--- src/rtl/opentdc_wb_arb.sv ---
// Two-master round-robin Wishbone arbiter for the opentdc_wb slave port.
// One classic-cycle transaction at a time, with a bus timeout and a sticky timeout flag.
module opentdc_wb_arb #(
  parameter int TIMEOUT = 255
) (
  input  logic        wb_clk_i,
  input  logic        wb_rst_i,
  input  logic        m0_cyc_i,
  input  logic        m0_stb_i,
  input  logic        m0_we_i,
  input  logic [3:0]  m0_sel_i,
  input  logic [31:0] m0_adr_i,
  input  logic [31:0] m0_dat_i,
  output logic        m0_ack_o,
  output logic        m0_err_o,
  output logic [31:0] m0_dat_o,
  input  logic        m1_cyc_i,
  input  logic        m1_stb_i,
  input  logic        m1_we_i,
  input  logic [3:0]  m1_sel_i,
  input  logic [31:0] m1_adr_i,
  input  logic [31:0] m1_dat_i,
  output logic        m1_ack_o,
  output logic        m1_err_o,
  output logic [31:0] m1_dat_o,
  output logic        s_cyc_o,
  output logic        s_stb_o,
  output logic        s_we_o,
  output logic [3:0]  s_sel_o,
  output logic [31:0] s_adr_o,
  output logic [31:0] s_dat_o,
  input  logic        s_ack_i,
  input  logic [31:0] s_dat_i,
  output logic        timeout_o,
  input  logic        timeout_clr_i,
  output logic [1:0]  gnt_o
);

  typedef enum logic [1:0] {
    IDLE = 2'd0,
    GNT0 = 2'd1,
    GNT1 = 2'd2
  } state_t;

  localparam logic [7:0] CNT_LAST = 8'(TIMEOUT - 1);

  state_t      state, state_next;
  logic        last, last_next;
  logic [7:0]  cnt, cnt_next;
  logic        timeout_flag;
  logic        tmo_event;
  logic        gcyc;
  logic        req0, req1;

  assign req0 = m0_cyc_i & m0_stb_i;
  assign req1 = m1_cyc_i & m1_stb_i;

  // Next-state, grant history and timeout counter.
  always_comb begin
    state_next = state;
    last_next  = last;
    cnt_next   = cnt;
    tmo_event  = 1'b0;
    gcyc       = 1'b0;
    case (state)
      IDLE: begin
        cnt_next = 8'd0;
        if (req0 && (!req1 || last)) begin
          state_next = GNT0;
          last_next  = 1'b0;
        end else if (req1) begin
          state_next = GNT1;
          last_next  = 1'b1;
        end else begin
          state_next = IDLE;
        end
      end
      GNT0, GNT1: begin
        gcyc = (state == GNT0) ? m0_cyc_i : m1_cyc_i;
        if (!gcyc || s_ack_i) begin
          state_next = IDLE;
        end else if (cnt == CNT_LAST) begin
          // Ack in the same cycle would have taken the branch above: ack wins.
          tmo_event  = 1'b1;
          state_next = IDLE;
        end else begin
          cnt_next = cnt + 8'd1;
        end
      end
      default: begin
        state_next = IDLE;
      end
    endcase
  end

  // Slave-side mux and per-master response routing.
  always_comb begin
    s_cyc_o  = 1'b0;
    s_stb_o  = 1'b0;
    s_we_o   = 1'b0;
    s_sel_o  = 4'd0;
    s_adr_o  = 32'd0;
    s_dat_o  = 32'd0;
    m0_ack_o = 1'b0;
    m0_err_o = 1'b0;
    m0_dat_o = 32'd0;
    m1_ack_o = 1'b0;
    m1_err_o = 1'b0;
    m1_dat_o = 32'd0;
    gnt_o    = 2'b00;
    case (state)
      GNT0: begin
        gnt_o    = 2'b01;
        m0_ack_o = s_ack_i;
        m0_dat_o = s_dat_i;
        m0_err_o = tmo_event;
        if (m0_cyc_i) begin
          s_cyc_o = 1'b1;
          s_stb_o = m0_stb_i;
          s_we_o  = m0_we_i;
          s_sel_o = m0_sel_i;
          s_adr_o = m0_adr_i;
          s_dat_o = m0_dat_i;
        end else begin
          s_cyc_o = 1'b0;
        end
      end
      GNT1: begin
        gnt_o    = 2'b10;
        m1_ack_o = s_ack_i;
        m1_dat_o = s_dat_i;
        m1_err_o = tmo_event;
        if (m1_cyc_i) begin
          s_cyc_o = 1'b1;
          s_stb_o = m1_stb_i;
          s_we_o  = m1_we_i;
          s_sel_o = m1_sel_i;
          s_adr_o = m1_adr_i;
          s_dat_o = m1_dat_i;
        end else begin
          s_cyc_o = 1'b0;
        end
      end
      default: begin
        gnt_o = 2'b00;
      end
    endcase
  end

  // State, grant history and timeout counter registers.
  always_ff @(posedge wb_clk_i or posedge wb_rst_i) begin
    if (wb_rst_i) begin
      state <= IDLE;
      last  <= 1'b1;
      cnt   <= 8'd0;
    end else begin
      state <= state_next;
      last  <= last_next;
      cnt   <= cnt_next;
    end
  end

  // Sticky timeout flag; a new timeout beats a simultaneous clear.
  always_ff @(posedge wb_clk_i or posedge wb_rst_i) begin
    if (wb_rst_i) begin
      timeout_flag <= 1'b0;
    end else if (tmo_event) begin
      timeout_flag <= 1'b1;
    end else if (timeout_clr_i) begin
      timeout_flag <= 1'b0;
    end else begin
      timeout_flag <= timeout_flag;
    end
  end

  assign timeout_o = timeout_flag;

endmodule

--- config.mk ---
export PLATFORM = sky130hd
export DESIGN_NAME = opentdc_wb_arb
export DESIGN_NICKNAME = d
export VERILOG_FILES = /design/src/rtl/opentdc_wb_arb.sv
export SDC_FILE = /design/constraint.sdc
export NUM_CORES = 1
export LEC_CHECK = 0
export ABC_AREA = 1
export CAP_MARGIN = 20
export CORE_AREA = 8 8 119 121
export DETAILED_ROUTE_END_ITERATION = 8
export DIE_AREA = 0 0 127 129
export GPL_TIMING_DRIVEN = 0
export PLACE_DENSITY = 0.67
export SKIP_CTS_REPAIR_TIMING = 1
export SYNTH_ARGS = -nofsm -noshare
export SYNTH_HDL_FRONTEND = slang
export SYNTH_SLANG_ARGS = --single-unit
--- constraint.sdc ---
create_clock -name wb_clk_i -period 2.05 [get_ports wb_clk_i]
set_input_delay 0.41 -clock wb_clk_i [delete_from_list [all_inputs] [get_ports wb_clk_i]]
set_output_delay 0.41 -clock wb_clk_i [all_outputs]
set_load 0.1 [all_outputs]
======== After elaboration in Yosys (flattened, before gate mapping) ========
Index checks and enable logic that the tools add are counted.
word-level totals
  bits in registers ....................... 12
  input bits .............................. 178
  output and inout port bits .............. 142
operators by class
  add/subtract/negate cells ............... 1
  eq/ne operators ......................... 6
  reductions and logical operators ........ 12
  bitwise logic cells ..................... 2
  muxes and demuxes ....................... 41
operators by type and width
  operator             count
  $mux 32              6
  $pmux 32 s2          2
  $mux 1               18
  $mux 8               2
  $pmux 8 s2           1
  $add 8x1->8 const B  1
  $eq 8x8->1 const B   1
  $mux 2               4
  $mux 4               2
  $pmux 2 s2           2
  $pmux 4 s2           1
  $pmux 1 s2           3
  $reduce_bool 2->1    3
  $ne 2x2->1 const B   2
  $ne 3x3->1 const B   1
  $reduce_and 3->1     1
  $and 1x1->1          2
  $eq 2x1->1 const B   1
  $eq 2x2->1 const B   1
  $logic_not 1->1      2
  $logic_not 2->1      1
  $logic_or 1x1->1     2
  $reduce_and 2->1     1
  $reduce_or 2->1      1
  $logic_and 1x1->1    1

======== Depth between registers and ports, before layout ========
Gate-level depths: netlist of the first run.
  depth after elaboration ................. 7
  gate-level depth with buffers ........... 10

======== Least setup slack after synthesis of the first run ========
OpenSTA, ideal clock, no wires.
  path kind ............................... register to output
  start ................................... register state[1]
  end ..................................... output s_adr_o[18]
  path slack .............................. -1.069 ns
  arrival time ............................ 2.709 ns
  required time ........................... 1.640 ns
  stages on the path, launching flop included .. 8
  cells stage by stage .................... dfrtp_1 > inv_1 > ha_1 > buf_2 > buf_2 > buf_2 > nand3_1 > a21oi_1
on the way
  cells in the longest elaborated chain, start to end .. 2
RTL lines
  item                                      RTL line  RTL
  start, declared                           47        state_t state, state_next;
  start signal, assigned                    157       state <= state_next;
  $eq 2x2->1 or $eq 2x1->1 (tied branches)  111       case (state)
  $pmux 32 s2 *                             111
  end, declared                             30        output logic [31:0] s_adr_o,
Every way passes the cells marked *; elsewhere a longest branch is shown, timed or not.

======== Worst setup path after layout of the first run ========
  start ................................... register state[1]
  end ..................................... output s_dat_o[7]
on the way
  cells in the longest elaborated chain, start to end .. 2
RTL lines
  item                                      RTL line  RTL
  $eq 2x2->1 or $eq 2x1->1 (tied branches)  111
  $pmux 32 s2 *                             111
  end, declared                             31        output logic [31:0] s_dat_o,
Marks and branches as above.

==> qor.txt, run 1 <==
status -> finished with violations
failing checks -> setup timing
mux contribution to synthesized area -> 0
slowest stage delay, CP -> 0.40 ns
Setup WS post-layout -> -0.297 ns
Max VDD drop -> 0.000454 V
Area Overhead vs Synth -> 284%
CTS tree -> yes
Synthesized Nets -> 673
die area -> 16,400 um2
placed cell areas -> 7040 um2
WP data required -> 1.64 ns
Setup CP Type -> flop to primary output
Finished Cell Area -> 9400 um2
NetSw -> 3.06 mW
yosys warns -> 0
worst slew pin tran -> 1.02 ns
largest family of logic cells by synthesized area -> simple AND/OR/NAND/NOR gates
Wirelength per Cell -> 22.9 um
CTS sink cnt -> 12
final setup fails -> 136
Post-synth EDFFs -> 0
grt ovf -> 0
# diodes -> 0
IO buf count -> 318
Clock Path Buffers -> 2
post-DP HPWL -> 16,200 um
antenna viol nets, final -> 0
Slew Viols, Final -> 0
worst r2r path cells -> 9
fin crit period -> 2.35 ns
Initial Util -> 0.199
clk root buf -> clkbuf_16
GRT Overall Usage -> 0.211
skew final -> 0.00550 ns
DIE HEIGHT -> 129 um
Vias -> 4,803
complex-gate fraction of the synthesized area -> 0.173
Avg Synthesized Cell Area -> 5.01 um2
vias in the first global route -> 4,388
Mapped Cells -> 488
Slew headroom -> 0.317
drt first pass iters -> 5
Mapped Area -> 2450 um2
setup TNS -> -22.51 ns
fin cells -> 977
Clock power frac -> 0.070
layout cells sized above 1 -> 0.555
Comb pwr share -> 0.875
slowest stage cell, crit path -> dfrtp_1
FF-to-FF End -> cnt[4]$_DFFE_PP0P_
Hold WC Path Type -> input port to async pin
Layout Nets -> 1,013
simple-gate area share of the yosys netlist -> 0.456
routability cong. -> 0.975
Clock transition at path regs -> 0.05 ns
Internal -> 2.19 mW
Placed Cells -> 956
async set-reset flop share out of synthesis -> 1.00
Peak Freq -> 0.426 GHz
final WL -> 22,300 um
critical path peak fanout -> 10
CP most frequent cell -> buf_12
reg2reg start -> state[1]$_DFFE_PP0P_
WP buf/inv -> 5
largest net degree at the start of global routing -> 13
core area -> 12,300 um2
die width -> 127 um
initial antenna violation count -> 0
Netlist cell types -> 26
R2R Setup Slk -> 0.44 ns
Crit. End Element -> primary output
H-tree depth -> 1
CTS buffer count -> 3
count of state elements after synthesis -> 12
Reg power frac -> 0.055
drt first-iter violations -> 211
CP arrival -> 1.94 ns
power per cell area -> 559 nW/um2
cell class contributing the biggest share of worst-path delay -> buffers and inverters
Via density -> 4.92
Max Cap Viol -> 0
Post-Synth Adder-Cell Area -> 0.0358
XOR/XNOR Fraction of Synth Area -> 0.0107
Setup crit start kind -> flop
Seq/Total Area, Yosys -> 0.123
Worst-Skew Late Latency -> 0.24 ns
DRC -> 0
Leak -> 3.17 nW
Net Sw Frac -> 0.583
Final Cycle Share -> 1.15
most used flip-flop cell after synthesis -> dfrtp_1
Final Hold Viols -> 0
number of cell rows -> 41
num ports -> 320
RSZ-0062 raised after global routing -> true
pre-CTS WS -> -1.30 ns
first-pass GRT wire length -> 27,100 um
cells along the critical path -> inv_2 > ha_4 > buf_8 > buf_12 > buf_6 > nand3_1 > a21oi_4 > buf_12
-- Yosys cell counts, types with 2 or more instances --
library cell    n  area share
o21ai_0         2      0.0041
clkbuf_1       17       0.026
inv_1          80        0.12
ha_1            7       0.036
nand2_2         3      0.0077
a21oi_1        72        0.15
dfrtp_1        11        0.11
inv_2           3      0.0046
nand3_1        79        0.16
buf_2          17       0.035
o21ai_1         6       0.012
nor2_1         13       0.020
xnor2_1         2      0.0072
nand2_1       162        0.25
buf_1           3      0.0046
-- cells by family (layout without fill, tap and decap cells) --
logic type,Yosys count,in the layout
compound gates,82,82
buf+inv,122,461
xor+xnor,3,3
flops,12,12
fa+ha+maj,7,7
simple gates,262,262
-- registers in the layout (all words and copies together) (netlist names) --
register,count
cnt,8
state,2
last,1
timeout_o,1
-- power groups by stage --
stage / clock network [mW] / logic [mW] / registers [mW]
3_5_place_dp: 0 / 3.56 / 0.291
5_1_grt: 0.381 / 4.74 / 0.293
6_report: 0.367 / 4.59 / 0.290
4_1_cts: 0.374 / 3.57 / 0.287
3_3_place_gp: 0 / 3.53 / 0.288
2_1_floorplan: 0 / 2.61 / 0.285
-- how the worst max path moves through the flow --
stage                               from          end  depth (start not counted)
floorplan           state[1]$_DFFE_PP0P_     m0_err_o                          8
global placement                m1_cyc_i     m0_err_o                          6
detailed placement              m1_cyc_i     m0_err_o                          6
CTS                 state[1]$_DFFE_PP0P_  s_adr_o[24]                          7
global route        state[0]$_DFFE_PP0P_   s_dat_o[7]                          9
finish              state[1]$_DFFE_PP0P_   s_dat_o[7]                          8
-- through the flow --
stage	total power [mW]	hold slack, ns	utilization
after global routing	5.42	0.555	0.764
after global placement	3.82	0.512	0.572
after CTS	4.23	0.512	0.578
final	5.25	0.491	0.764
after floorplan	2.89	0.274	-
after detailed placement	3.85	0.519	0.572
-- area by class of cell --
cell class | instances | area (um2)
repair buffers | 334 | 4770
multi-input cells | 354 | 3010
fillers | 729 | 2910
inverters | 83 | 571
plain buffers | 39 | 465
flip-flops and latches | 12 | 303
well taps | 150 | 188
clock buffers | 4 | 78.8
repair inverters | 1 | 16.3
-- placed cells by master, fill, tap and decap left out, types with 6 or more instances in the layout --
| master | instances |
|---|---|
| inv_1 | 13 |
| buf_6 | 11 |
| clkdlybuf4s50_1 | 175 |
| nor2_1 | 11 |
| buf_4 | 9 |
| nand2_4 | 28 |
| a21oi_4 | 72 |
| nand2_1 | 76 |
| clkbuf_16 | 10 |
| o21ai_1 | 6 |
| nand3_1 | 53 |
| nand3_2 | 24 |
| clkinvlp_4 | 63 |
| buf_12 | 134 |
| dfrtp_1 | 10 |
| nand2_2 | 61 |
| buf_8 | 24 |
-- routing by layer --
metal,share of wire,GRT usage
met5,0,0
met4,0.035,0.0490
met3,0.057,0.0368
met2,0.56,0.406
met1,0.35,0.235
No activity file was read; power rests on OpenSTA's default activity.
==> inputs of run 2 (changes only) <==
--- a/config.mk
+++ b/config.mk
@@ -10,9 +10,9 @@
 export CORE_AREA = 8 8 119 121
 export DETAILED_ROUTE_END_ITERATION = 8
 export DIE_AREA = 0 0 127 129
-export GPL_TIMING_DRIVEN = 0
-export PLACE_DENSITY = 0.67
+export PLACE_DENSITY_LB_ADDON = 0.25
 export SKIP_CTS_REPAIR_TIMING = 1
 export SYNTH_ARGS = -nofsm -noshare
 export SYNTH_HDL_FRONTEND = slang
 export SYNTH_SLANG_ARGS = --single-unit
+export TNS_END_PERCENT = 10
==> run 2 against run 1 <==
  * Highest routed layer unchanged
  * Wire length fell by 15%
  * The flow still finishes with violations (setup timing)
  * Sequential power down 2%
  * Worst setup slack gained 0.072 ns
  * Largest cell class unchanged
  * Largest power group unchanged
  * Critical endpoint is now m0_err_o
  * Die area unchanged
  * Critical path depth is 1 higher
  * Final area is 7.0% lower
  * First-iteration DRC count shrank 3.8%
==> qor.txt, run 2 (same netlist as run 1, synthesis figures left out) <==
CTS tree -> yes
power per cell area -> 585 nW/um2
Wirelength per Cell -> 19.8 um
GRT busiest layer -> met2
Filler Cell Count -> 878
GR Util met2 -> 0.394
Max Cap Viol -> 0
final cell utilization of the core -> 0.710
Area Overhead vs Synth -> 257%
clk root buf -> clkbuf_16
Via density -> 4.77
Slew Viols, Final -> 0
H-tree depth -> 1
placed cell areas -> 8230 um2
final setup fails -> 104
first-pass GRT wire length -> 27,000 um
Worst-Skew Late Latency -> 0.24 ns
Initial Util -> 0.199
layout cells sized above 1 -> 0.407
antenna viol nets, final -> 0
IO buf count -> 319
core area -> 12,300 um2
grt ovf -> 0
setup TNS -> -12.67 ns
Final Hold Viols -> 0
CTS sink cnt -> 12
Layout Nets -> 1,000
Vias -> 4,603
Hold WC Path Type -> input port to async pin
Setup crit start kind -> flop
largest net degree at the start of global routing -> 56
met3 usage -> 0.0720
Reg with most FFs -> cnt
vias in the first global route -> 4,786
failing checks -> setup timing
Finished Cell Area -> 8740 um2
Clock transition at path regs -> 0.05 ns
worst slew pin tran -> 0.504 ns
WP data required -> 1.64 ns
status -> finished with violations
Max VDD drop -> 0.000463 V
most frequent cells in the layout -> 175 x clkdlybuf4s50_1, 150 x buf_12, 144 x nand2_1
DIE HEIGHT -> 129 um
Peak Freq -> 0.440 GHz
die width -> 127 um
drt first-iter violations -> 203
Largest register FFs -> 8
CTS buffer count -> 3
initial antenna violation count -> 1
Clock Path Buffers -> 2
Crit. End Element -> primary output
RSZ-0062 raised after global routing -> true
skew final -> 0.00754 ns
critical path peak fanout -> 5
number of cell rows -> 41
commonest non-fill, non-tap cell in the layout -> clkdlybuf4s50_1
die area -> 16,400 um2
DRC -> 0
Setup CP Type -> flop to primary output
CP arrival -> 1.87 ns
fin cells -> 965
Setup WS post-layout -> -0.225 ns
num ports -> 320
GRT Overall Usage -> 0.206
Slew headroom -> 0.664
fin crit period -> 2.28 ns
R2R Setup Slk -> 0.22 ns
routability cong. -> 0.856
met1 Use GR -> 0.208
drt first pass iters -> 4
Final Cycle Share -> 1.11
final WL -> 19,100 um
biggest regs -> cnt: 8 flops, state: 2 flops
Placed Cells -> 943
post-DP HPWL -> 15,100 um
Leak -> 3.44 nW
[run 2: cell count changes in the layout (fill, tap and decap cells not counted), moves of 19 or more]
cell        delta
nand3_1       +20
inv_2         +28
clkinvlp_4    -63
buf_8         -23
nand2_2       -43
inv_1         +36
nand2_1       +68
nand2_4       -24
nand3_2       -19
[run 2: path summary, 6_finish.rpt]
kind,cells after the start,to,startpoint
max in group asynchronous,2,last$_DFFE_PP1P_,wb_rst_i
min in group wb_clk_i,2,timeout_o$_DFFE_PP0P_,timeout_o$_DFFE_PP0P_
max reg2reg,11,cnt[0]$_DFFE_PP0P_,state[0]$_DFFE_PP0P_
min,2,cnt[3]$_DFFE_PP0P_,wb_rst_i
min reg2reg,2,timeout_o$_DFFE_PP0P_,timeout_o$_DFFE_PP0P_
max,9,m0_err_o,state[1]$_DFFE_PP0P_
[run 2: metrics by stage]
stage,hold WS [ns],power [mW],setup slack [ns]
floorplan,0.274,2.79,-0.156
CTS,0.508,4.78,-0.312
finish,0.491,5.12,-0.225
global route,0.548,5.31,-0.274
global placement,0.518,4.32,-0.271
detailed placement,0.526,4.37,-0.309
[run 2: area by class of cell]
| cell class | count | area [um2] | area share |
|---|---|---|---|
| antenna | 1 | 2.50 | 0.000286 |
| sequential | 12 | 302 | 0.0345 |
| multi-input combinational | 354 | 2610 | 0.299 |
| clock buffer | 4 | 88.8 | 0.0102 |
| inverter | 83 | 329 | 0.0377 |
| timing repair buffer | 361 | 5220 | 0.597 |
| tap | 150 | 188 | 0.0215 |
[run 2: worst max-delay path: stages (launching register included)]
cell	delay, ns
dfrtp_1	0.40
inv_2	0.13
ha_4	0.18
buf_12	0.14
nand2_4	0.07
a21oi_4	0.15
nand4_1	0.11
buf_6	0.16
nor2_4	0.09
buf_12	0.18
[run 2: where the power goes]
part | switching, mW | internal, mW | total, mW | leakage, nW
clock network | 0.112 | 0.295 | 0.408 | 0.0442
logic | 2.77 | 1.66 | 4.42 | 3.24
registers | 0.0183 | 0.265 | 0.283 | 0.162
[run 2: routing by layer]
| metal | part of all wire | vias up |
|---|---|---|
| met5 | 0 | - |
| met2 | 0.55 | 232 |
| met4 | 0.021 | 0 |
| met1 | 0.34 | 2173 |
| met3 | 0.093 | 22 |
| li1 | - | 2176 |
==> inputs of run 3 (changes only) <==
--- a/config.mk
+++ b/config.mk
@@ -7,9 +7,9 @@
 export LEC_CHECK = 0
 export ABC_AREA = 1
 export CAP_MARGIN = 20
-export CORE_AREA = 8 8 119 121
+export CORE_AREA = 2 2 123 125
 export DETAILED_ROUTE_END_ITERATION = 8
-export DIE_AREA = 0 0 127 129
+export DIE_AREA = 0 0 125 127
 export PLACE_DENSITY_LB_ADDON = 0.25
 export SKIP_CTS_REPAIR_TIMING = 1
 export SYNTH_ARGS = -nofsm -noshare
==> run 3 against run 2 <==
  * The flow still finishes with violations (setup timing)
  * Sequential share of layout area hardly changed
  * Die area is 3.1% lower
  * Worst setup slack better by 0.077 ns
  * Largest power group unchanged
==> qor.txt, run 3 (same netlist as run 1, synthesis figures left out) <==
Worst-Skew Late Latency -> 0.24 ns
critical path peak fanout -> 13
Setup crit start kind -> flop
status -> finished with violations
Vias -> 4,372
Filler Cell Count -> 1,233
worst slew pin tran -> 0.523 ns
fin crit period -> 2.20 ns
Multi-input gate area -> 2580 um2
CP arrival -> 1.79 ns
power per cell area -> 571 nW/um2
pre-CTS WS -> -0.248 ns
final cell utilization of the core -> 0.598
fin cells -> 988
Tot Pwr -> 4.93 mW
Max VDD drop -> 0.000402 V
core area -> 14,400 um2
Register Area -> 302 um2
Setup CP Type -> flop to primary output
RSZ-0062 raised after global routing -> true
crit path launch -> state[0]$_DFFE_PP0P_
Slew Viols, Final -> 0
Final Cycle Share -> 1.07
FF-to-FF End -> cnt[0]$_DFFE_PP0P_
num ports -> 320
Placed Cells -> 976
Reg with most FFs -> cnt
DRC -> 0
commonest non-fill, non-tap cell in the layout -> clkdlybuf4s50_1
Final Hold Viols -> 0
Clock transition at path regs -> 0.05 ns
drt first-iter violations -> 129
Area Overhead vs Synth -> 253%
GRT Overall Usage -> 0.177
die width -> 125 um
final setup fails -> 99
failing checks -> setup timing
antenna viol nets, final -> 0
Via density -> 4.43
Setup WS post-layout -> -0.148 ns
IO buf count -> 319
largest net degree at the start of global routing -> 58
Layout Nets -> 990
drt first pass iters -> 4
final hold slack -> 0.504 ns
Clock Path Buffers -> 2
Initial Util -> 0.170
grt ovf -> 0
Finished Cell Area -> 8620 um2
reg2reg start -> state[0]$_DFFE_PP0P_
die area -> 15,900 um2
Max Cap Viol -> 0
Wirelength per Cell -> 15.3 um
routability cong. -> 0.785
initial antenna violation count -> 0
clk root buf -> clkbuf_16
# diodes -> 0
most frequent cells in the layout -> 175 x clkdlybuf4s50_1, 151 x buf_12, 148 x nand2_1
first-pass GRT wire length -> 23,200 um
CTS sink cnt -> 12
Slew headroom -> 0.651
Hold WC Path Type -> input port to async pin
CTS tree -> yes
layout cells sized above 1 -> 0.364
final WL -> 15,100 um
placed cell areas -> 8310 um2
CP endpoint -> s_adr_o[8]
vias in the first global route -> 4,440
Crit. End Element -> primary output
biggest regs -> cnt: 8 flops, state: 2 flops
Largest register FFs -> 8
WP data required -> 1.64 ns
DIE HEIGHT -> 127 um
Leak -> 3.43 nW
H-tree depth -> 1
post-DP HPWL -> 12,000 um
number of cell rows -> 44
CTS buffer count -> 3
setup TNS -> -11.09 ns
skew final -> 0.00408 ns
R2R Setup Slk -> 0.33 ns
worst r2r path cells -> 8
Peak Freq -> 0.455 GHz
-- run 3: cell types whose count changed in the layout (fill, tap and decap cells not counted), moves of 4 or more --
cell | before | now
nand2_2 | 18 | 14
nand2_1 | 144 | 148
buf_4 | 19 | 14
buf_6 | 5 | 1
inv_1 | 49 | 71
inv_2 | 31 | 9
-- run 3: worst min-delay path by stage --
stage / end / slack (ns) / cells past startpoint
floorplan: cnt[0]$_DFFE_PP0P_ / 0.27 / 1
global placement: timeout_o$_DFFE_PP0P_ / 0.52 / 2
detailed placement: timeout_o$_DFFE_PP0P_ / 0.53 / 2
CTS: cnt[4]$_DFFE_PP0P_ / 0.52 / 2
global route: timeout_o$_DFFE_PP0P_ / 0.55 / 2
finish: cnt[6]$_DFFE_PP0P_ / 0.50 / 2
-- run 3: worst max-delay path, stage by stage (launching register included) --
cell and delay [ns]:
dfrtp_1 0.42, inv_2 0.13, ha_4 0.17, nand2_4 0.08, clkinv_8 0.10, clkbuf_16 0.17
nand2_1 0.10, a21oi_4 0.18, buf_12 0.19
-- run 3: area by class of cell --
cell class	count	share of cell area
multi-input combinational	354	0.299
timing repair buffer	351	0.591
clock buffer	4	0.0103
inverter	83	0.0387
sequential	12	0.0350
tap	184	0.0267
-- run 3: routing by layer --
layer	part of all wire	track usage	up-vias	wire length (um)
met3	0.081	0.0461	13	1220
li1	-	-	2156	-
met2	0.52	0.332	213	7810
met4	0.013	0.0294	0	202
met1	0.39	0.206	1990	5860
met5	0	0	-	0
-- run 3: report_power, final --
| group | total [mW] | internal [mW] | switching (mW) |
|---|---|---|---|
| combinational | 4.24 | 1.57 | 2.67 |
| clock | 0.403 | 0.295 | 0.108 |
| sequential | 0.283 | 0.265 | 0.0182 |
| total | 4.93 | 2.13 | 2.79 |
